### config.mk
export PLATFORM = sky130hd
export DESIGN_NAME = coord_link_tx
export DESIGN_NICKNAME = d
export VERILOG_FILES = /design/src/rtl/coord_link_pkg.sv /design/src/rtl/coord_link_tx_bit_timer.sv /design/src/rtl/coord_link_tx.sv
export SDC_FILE = /design/constraint.sdc
export NUM_CORES = 1
export LEC_CHECK = 0
export ABC_AREA = 1
export BUFFER_PORTS_ARGS = -buffer_cell sky130_fd_sc_hd__buf_2
export CAP_MARGIN = 10
export CORE_AREA = 2 2 56 98
export DETAILED_ROUTE_END_ITERATION = 16
export DIE_AREA = 0 0 58 100
export PLACE_DENSITY = 0.65
export REMOVE_ABC_BUFFERS = 1
export SETUP_SLACK_MARGIN = 0.15
export SYNTH_ARGS = -nofsm -noshare
export SYNTH_HDL_FRONTEND = slang
export SYNTH_SLANG_ARGS = --single-unit
### constraint.sdc
create_clock -name Clk -period 1.7 [get_ports Clk]
set_input_delay 0.17 -clock Clk [delete_from_list [all_inputs] [get_ports Clk]]
set_output_delay 0.17 -clock Clk [all_outputs]
set_load 0.02 [all_outputs]
### src/rtl/coord_link_pkg.sv
// Shared types, frame geometry and frame packing for the GPIO coordinate link.
// COORD_LINK_PARITY_EN appends an even-parity bit to every frame.
package coord_link_pkg;

    localparam int COORD_W = 9;

`ifdef COORD_LINK_PARITY_EN
    localparam int FRAME_BITS = 2 * COORD_W + 2;
`else
    localparam int FRAME_BITS = 2 * COORD_W + 1;
`endif

    localparam int BIT_CNT_W = $clog2(FRAME_BITS + 1);

    typedef enum logic [1:0] {
        IDLE  = 2'd0,
        SHIFT = 2'd1,
        GAP   = 2'd2
    } link_state_t;

    // Transmit order is MSB first: x[8..0], y[8..0], shot, then optional parity.
    function automatic logic [FRAME_BITS-1:0] frame_pack(
        input logic [COORD_W-1:0] x,
        input logic [COORD_W-1:0] y,
        input logic               shot
    );
        logic [2*COORD_W:0] payload;
        payload = {x, y, shot};
`ifdef COORD_LINK_PARITY_EN
        return {payload, ^payload};
`else
        return payload;
`endif
    endfunction

endpackage

### src/rtl/coord_link_tx_bit_timer.sv
// Per-bit divider for the coordinate link: counts 0..CLK_DIV-1 and produces the
// registered link-clock phase plus an end-of-bit tick.
module link_bit_timer #(
    parameter int CLK_DIV = 50
) (
    input  logic Clk,
    input  logic Reset_n,
    input  logic clear,
    input  logic run,
    output logic half,
    output logic bit_end
);

    localparam int DIV_W = $clog2(CLK_DIV);
    localparam logic [DIV_W-1:0] DIV_LAST = DIV_W'(CLK_DIV - 1);
    localparam logic [DIV_W-1:0] HALF_PT  = DIV_W'(CLK_DIV / 2);

    logic [DIV_W-1:0] div_q;
    logic [DIV_W-1:0] div_nxt;

    always_comb begin
        div_nxt = div_q + 1'b1;
        if (clear || !run || (div_q == DIV_LAST)) begin
            div_nxt = '0;
        end
    end

    // half is computed from the next divider value so gpio_clk is a plain flop
    always_ff @(posedge Clk or negedge Reset_n) begin
        if (!Reset_n) begin
            div_q <= '0;
            half  <= 1'b0;
        end else begin
            div_q <= div_nxt;
            half  <= run && (div_nxt >= HALF_PT);
        end
    end

    assign bit_end = (div_q == DIV_LAST);

endmodule

### src/rtl/coord_link_tx.sv
// Serial transmitter for the GPIO coordinate link (link clock, data, frame enable).
// Build option: define COORD_LINK_PARITY_EN for a 20-bit frame with even parity.
//
//   state | meaning
//   ------+--------------------------------------------------
//   IDLE  | ready for a new coordinate, link outputs low
//   SHIFT | frame on the wire, one bit per CLK_DIV cycles
//   GAP   | forced quiet time of GAP_BITS bit periods
module coord_link_tx
    import coord_link_pkg::*;
#(
    parameter int CLK_DIV  = 50,
    parameter int GAP_BITS = 4
) (
    input  logic               Clk,
    input  logic               Reset_n,
    input  logic [COORD_W-1:0] coord_x,
    input  logic [COORD_W-1:0] coord_y,
    input  logic               shot,
    input  logic               coord_valid,
    output logic               coord_ready,
    output logic               gpio_clk,
    output logic               gpio_data,
    output logic               gpio_frame,
    output logic               busy
);

    localparam int GAP_CYC = GAP_BITS * CLK_DIV;
    localparam int GAP_W   = $clog2(GAP_CYC);
    localparam logic [GAP_W-1:0]     GAP_LAST = GAP_W'(GAP_CYC - 1);
    localparam logic [BIT_CNT_W-1:0] LAST_BIT = BIT_CNT_W'(FRAME_BITS - 1);

    link_state_t state_q;
    link_state_t state_nxt;

    logic [FRAME_BITS-1:0] sreg_q;
    logic [BIT_CNT_W-1:0]  bit_cnt_q;
    logic [GAP_W-1:0]      gap_cnt_q;
    logic                  accept;
    logic                  bit_end;
    logic                  shift_tick;
    logic                  timer_run;

    assign accept     = coord_valid && (state_q == IDLE);
    assign shift_tick = (state_q == SHIFT) && bit_end;
    assign timer_run  = (state_nxt == SHIFT);

    always_comb begin
        state_nxt = state_q;
        case (state_q)
            IDLE:    if (coord_valid) state_nxt = SHIFT;
            SHIFT:   if (shift_tick && (bit_cnt_q == LAST_BIT)) state_nxt = GAP;
            GAP:     if (gap_cnt_q == '0) state_nxt = IDLE;
            default: state_nxt = IDLE;
        endcase
    end

    always_ff @(posedge Clk or negedge Reset_n) begin
        if (!Reset_n) begin
            state_q <= IDLE;
        end else begin
            state_q <= state_nxt;
        end
    end

    link_bit_timer #(
        .CLK_DIV (CLK_DIV)
    ) u_bit_timer (
        .Clk     (Clk),
        .Reset_n (Reset_n),
        .clear   (accept),
        .run     (timer_run),
        .half    (gpio_clk),
        .bit_end (bit_end)
    );

    // Shifting in zeros leaves the register empty after the last bit, so the
    // data line is naturally low in GAP and IDLE.
    always_ff @(posedge Clk or negedge Reset_n) begin
        if (!Reset_n) begin
            sreg_q    <= '0;
            bit_cnt_q <= '0;
        end else if (accept) begin
            sreg_q    <= frame_pack(coord_x, coord_y, shot);
            bit_cnt_q <= '0;
        end else if (shift_tick) begin
            sreg_q    <= {sreg_q[FRAME_BITS-2:0], 1'b0};
            bit_cnt_q <= bit_cnt_q + 1'b1;
        end
    end

    always_ff @(posedge Clk or negedge Reset_n) begin
        if (!Reset_n) begin
            gap_cnt_q <= '0;
        end else if ((state_q == SHIFT) && (state_nxt == GAP)) begin
            gap_cnt_q <= GAP_LAST;
        end else if ((state_q == GAP) && (gap_cnt_q != '0)) begin
            gap_cnt_q <= gap_cnt_q - 1'b1;
        end
    end

    always_ff @(posedge Clk or negedge Reset_n) begin
        if (!Reset_n) begin
            gpio_frame <= 1'b0;
        end else begin
            gpio_frame <= (state_nxt == SHIFT);
        end
    end

    assign gpio_data   = sreg_q[FRAME_BITS-1];
    assign coord_ready = (state_q == IDLE);
    assign busy        = (state_q != IDLE);

endmodule
# ---- Word-level counts from Yosys, hierarchy flattened
# Cells that the tools add are included.
dict set report word_totals {
  elab_cells 43
  inputBits 22
  ff_bits 42
}
dict set report op_classes {
  muxes 11
  magnitude_cmp 1
  n_reduce_logical 15
  eq_ne 6
  addsub 3
}
# op n
set op_table {}
lappend op_table {{two-way mux 19 bit} 2}
lappend op_table {{two-way mux 8 bit} 2}
lappend op_table {{two-way mux 5 bit} 2}
lappend op_table {{zero test 8 bit} 1}
lappend op_table {{nonzero test 8 bit} 1}
lappend op_table {{subtractor 8 x 1 -> 8 bit, second input constant} 1}
lappend op_table {{adder 6 x 1 -> 6 bit, second input constant} 1}
lappend op_table {{equality test 6 bit, second input constant} 1}
lappend op_table {{greater-or-equal comparator 6 x 5 -> 1 bit, second input constant} 1}
lappend op_table {{logical AND 1 bit} 6}
lappend op_table {{two-way mux 2 bit} 3}
lappend op_table {{two-way mux 6 bit} 1}
lappend op_table {{case mux 2 bit (3 select lines)} 1}
lappend op_table {{nonzero test 2 bit} 3}
lappend op_table {{adder 5 x 1 -> 5 bit, second input constant} 1}
lappend op_table {{equality test 5 bit, second input constant} 1}
lappend op_table {{equality test 2 x 1 -> 1 bit, second input constant} 2}
lappend op_table {{equality test 2 bit, second input constant} 2}
lappend op_table {{zero test 2 bit} 1}
lappend op_table {{logical OR 1 bit} 2}
lappend op_table {{zero test 1 bit} 1}

# ---- Longest topological paths before layout
dict set report logic_depth {
  word_depth 12
  ltp_mapped 11
  depth_no_buf 10
}

# ---- By module
# Synthesis repeated with hierarchy kept, for this count alone.
dict set report hier_totals {
  hier_cells 256
  hier_area_um2 2202.1
}
# module area_each_um2 seq_area_each_um2 instances cells_per_inst
set by_module_without_submodules {}
lappend by_module_without_submodules {coord_link_tx 1796.7 875.8 1 201}
lappend by_module_without_submodules {link_bit_timer 405.4 175.2 1 55}

# ---- Worst setup path after synthesis
# OpenSTA, ideal clock, no wires.
dict set report synth_timing {
  path_kind {reg2reg}
  from {reg u_bit_timer.div_q[1]}
  to {reg sreg_q[18]}
  arrival_time_ps 1216
  path_stages_with_launch 11
  path_slack_ps 360
  setup_ps 124
  cell_sequence {dfrtp_1 -> inv_1 -> ha_1 -> nand3_2 -> nor2_4 -> nand2_2 -> nand2_4 -> inv_2 -> buf_6 -> nand2_1 -> nand3_1}
}
dict set report synth_between {
  elab_chain_cells 3
}
# item line_no
set synth_lines {}
lappend synth_lines {{from (decl)} coord_link_tx_bit_timer.sv:18} ;# logic [DIV_W-1:0] div_q;
lappend synth_lines {{from (signal assigned)} coord_link_tx_bit_timer.sv:34} ;# div_q <= div_nxt;
lappend synth_lines {{equality test 6 bit} coord_link_tx_bit_timer.sv:39} ;# assign bit_end = (div_q == DIV_LAST);
lappend synth_lines {{logical AND 1 bit} coord_link_tx.sv:45} ;# assign shift_tick = (state_q == SHIFT) && bit_end;
lappend synth_lines {{nonzero test 2 bit (no line)} --}
lappend synth_lines {{to (signal assigned)} coord_link_tx.sv:84} ;# sreg_q <= frame_pack(coord_x, coord_y, shot);
lappend synth_lines {{to (signal assigned)} coord_link_tx.sv:87} ;# sreg_q <= {sreg_q[FRAME_BITS-2:0], 1'b0};
lappend synth_lines {{to (decl)} coord_link_tx.sv:36} ;# logic [FRAME_BITS-1:0] sreg_q;
# No other way between the ends.
# A chain may end at the register's enable or synchronous reset.

# ---- Final worst setup path
dict set report layout_timing {
  from {reg bit_cnt_q[0]}
  to {reg gap_cnt_q[1]}
}
dict set report layout_between {
  elab_chain_cells 7
  elab_cells_between_ends 8
  cone_classes {eq/ne: 2; mux: 3; reduce/logical: 3}
}
# item line_no
set layout_lines {}
lappend layout_lines {{from (decl)} coord_link_tx.sv:37} ;# logic [BIT_CNT_W-1:0] bit_cnt_q;
lappend layout_lines {{from (signal assigned)} coord_link_tx.sv:88} ;# bit_cnt_q <= bit_cnt_q + 1'b1;
lappend layout_lines {{equality test 5 bit *} coord_link_tx.sv:52} ;# SHIFT: if (shift_tick && (bit_cnt_q == LAST_BIT)) state_nxt = GAP;
lappend layout_lines {{logical AND 1 bit *} coord_link_tx.sv:52}
lappend layout_lines {{two-way mux 2 bit *} coord_link_tx.sv:52}
lappend layout_lines {{case mux 2 bit (3 select lines) *} coord_link_tx.sv:50} ;# case (state_q)
lappend layout_lines {{net state_nxt[1]} coord_link_tx.sv:34} ;# link_state_t state_nxt;
lappend layout_lines {{equality test 2 bit *} coord_link_tx.sv:95} ;# end else if ((state_q == SHIFT) && (state_nxt == GAP)) begin
lappend layout_lines {{logical AND 1 bit *} coord_link_tx.sv:95}
lappend layout_lines {{two-way mux 8 bit or nonzero test 2 bit (tied branches)} --}
lappend layout_lines {{to (signal assigned)} coord_link_tx.sv:98} ;# gap_cnt_q <= gap_cnt_q - 1'b1;
lappend layout_lines {{to (decl)} coord_link_tx.sv:38} ;# logic [GAP_W-1:0] gap_cnt_q;
# The timed path passes the listed nets; every way through them passes the cells marked *.

==> impl_metrics.env <==
export IMPL_cts_reportedPaths_clkPinSlew_ps=80
export IMPL_numCtsBuffers=5
export IMPL_critPathCaptureType="flip-flop"
export IMPL_gp_congestion=0.848
export IMPL_synth_cell_types=18
export IMPL_required_ps=1940
export IMPL_vdd_drop_max_v=0.000445
export IMPL_cpPeakStageDelay_ps=400
export IMPL_synth_compound_area_share_pct=1.72
export IMPL_grt_max_degree=24
export IMPL_fin_crit_sh_pct=85.3
export IMPL_cts_root_buf="clkbuf_8"
export IMPL_rows=35
export IMPL_dpl_worst_slack_ps=159
export IMPL_cts_buffer_depth=2
export IMPL_worstMarginPinSlew_ps=525
export IMPL_die_h_um=100
export IMPL_synth_most_common_cell="nand2_1"
export IMPL_clkLatencyLatePin_ps=300
export IMPL_p_leak_nw=1.38
export IMPL_yosysTopAreaCell="dfrtp_1"
export IMPL_hp_class="input port to flip-flop"
export IMPL_cp_common_cell="nand2_1"
export IMPL_die_x_um=58
export IMPL_synth_edff_count=0
export IMPL_crit_fanout=16
export IMPL_n_antenna_cell=0
export IMPL_grt_ovfl_total=0
export IMPL_drt_initial_drc_count=72
export IMPL_arrival_ps=1690
export IMPL_rsz0062_at_grt="true"
export IMPL_syn_inst=277
export IMPL_synth_area_leaders="dfrtp_1 (48%), nand2_1 (17%), nand3_1 (9.2%)"
export IMPL_skew_ps=6.28
export IMPL_period_needed_ps=1450
export IMPL_first_pass_iters=4
export IMPL_cts_tree="done"
export IMPL_core_area_sq_um=5080
export IMPL_cts_max_level=2
export IMPL_synth_fa_ha_area_share_pct=2.87
export IMPL_synth_simple_area_share_pct=36.0
export IMPL_grt_pass1_wl_mm=7.78
export IMPL_syn_to_final_growth_pct=17.6
export IMPL_drc_errors=0
export IMPL_slew_violations=0
export IMPL_pin_count=27
export IMPL_ys_seq_area_share_pct=48.2
export IMPL_antenna_found_initial=0
export IMPL_hold_viol=0
export IMPL_max_freq_mhz=690
export IMPL_synth_area_per_cell_sq_um=7.87
export IMPL_antenna_left=0
export IMPL_final_nets=344
export IMPL_yosys_area_top_type_share_pct=48.2
export IMPL_routed_wirelength_mm=4.33
export IMPL_cap_viol_max_count=0
export IMPL_die_area_sq_um=5800
export IMPL_start_kind="flip-flop"
export IMPL_synth_xor_area_share_pct=2.41
export IMPL_setup_tns_ps=0
export IMPL_ys_top_cells_by_count="nand2_1 (101), dfrtp_1 (42), nand3_1 (40)"
export IMPL_grt_pass1_vias=1918
export IMPL_path_buf_inv=1
export IMPL_drive_gt1_share_pct=23.0
export IMPL_layout_setup_ws_ps=250
export IMPL_critPathTopFamily="simple AND/OR/NAND/NOR gates"
export IMPL_syn_area_sq_um=2180
export IMPL_ys_ff_latch=42
export IMPL_clkSinkCount=42
export IMPL_hpwlAfterDp_mm=3.26
export IMPL_slew_headroom_pct=65.0
export IMPL_avgRoutedWirePerCell_um=11.6
export IMPL_path_cells="inv_1 -> ha_1 -> nand2_1 -> nor2_1 -> nand3_4 -> nand2_2 -> nand2_1 -> nand2_1"
export IMPL_fillCellCount=506
export IMPL_start_util_pct=42.9
export IMPL_gr_usage_all_layers_pct=17.1
export IMPL_status="finished clean"
export IMPL_yosys_warnings=0
export IMPL_slowest_stage="dfrtp_1"
export IMPL_setup_viol=0
export IMPL_criticalPathCategory="flip-flop to flip-flop"
export IMPL_p_per_area_nw_per_um2=715
export IMPL_synth_flop_cell="dfrtp_1"
export IMPL_synth_top_family_by_area="simple AND/OR/NAND/NOR gates"
export IMPL_viasPerCell=4.89
export IMPL_synthArstFlopShare_pct=100
export IMPL_vias=1823
export IMPL_synth_area_mux_share_pct=0
export IMPL_port_buffers=26
-- layer usage --
metal / GRT usage, % / wire [um]
met1: 17.3 / 1720
met4: 8.05 / 104
met3: 2.84 / 126
met5: 0 / 0
met2: 32.6 / 2380
-- sequential cells by signal, summed over array words and instances (netlist names) --
name / count
u_bit_timer.div_q: 6
sreg_q: 19
state_q: 2
bit_cnt_q: 5
u_bit_timer.half: 1
gpio_frame: 1
gap_cnt_q: 8
-- layout make-up --
type	instances	area [sq um]	share of cell area, %
repair buffers	40	238	9.27
well taps	55	68.8	2.68
inverters	35	140	5.47
clock inverters	2	37.5	1.46
flip-flops and latches	42	1050	41.0
multi-input cells	193	955	37.2
clock buffers	6	72.6	2.83
-- worst register-to-register path: stages (launching register included) --
cell and delay (ps):
dfrtp_1 400, inv_1 100, ha_1 150, nand2_1 50
nor2_1 210, nand3_4 230, nand2_2 160, nand2_1 60
nand2_1 50
-- placed cells by master (no fill, tap or decap), drive strengths merged --
master,instances
nand2,110
clkinv,1
o21ai,6
ha,5
clkbuf,6
buf,39
xor2,6
bufinv,1
dfrtp,42
dlygate4sd3,1
nand4,3
nand3,42
clkinvlp,1
nor2,20
inv,34
o211ai,1
-- power by group --
part / switching, mW / internal (mW)
registers: 0 / 0.998
logic: 0.0263 / 0.0210
clock network: 0.350 / 0.438
total: 0.376 / 1.46
-- logic make-up after synthesis --
logic type	after synthesis
AOI/OAI and AO/OA	7
xor gates and xnor gates	6
adders and majority gates	5
buffers and inverters	42
DFF	42
and+or+nand+nor	175
-- through the flow --
stage	std cells	utilization [%]	area, sq um	power, mW	hold WS, ps
floorplan	270	-	2120	1.02	-126
finish	373	50.5	2560	1.83	86.0
detailed placement	356	46.4	2360	1.07	185
global placement	356	46.4	2360	1.06	167
CTS	365	48.7	2480	1.85	84.9
global route	373	50.5	2560	1.90	95.9
-- final timing paths --
check                        startpoint                    to  slack (ps)  cells after the start
setup / recovery           bit_cnt_q[0]          gap_cnt_q[1]         250                      8
hold / removal               coord_y[4]             sreg_q[5]          90                      3
setup reg to reg           bit_cnt_q[0]          gap_cnt_q[1]         250                      8
hold reg to reg              sreg_q[18]            sreg_q[18]         490                      2
max in group asynchronous       Reset_n  u_bit_timer.div_q[0]         740                      3
min in group asynchronous       Reset_n            sreg_q[12]         380                      2
-- repair_timing --
action	in CTS	in global routing
hold buffers	1	0
endpoints found under the setup margin	3	35
hold endpoints to repair	21	0
pin swaps	0	6
gates resized for setup	0	11
setup buffers	0	8
Power figures use the tool's default switching activity.
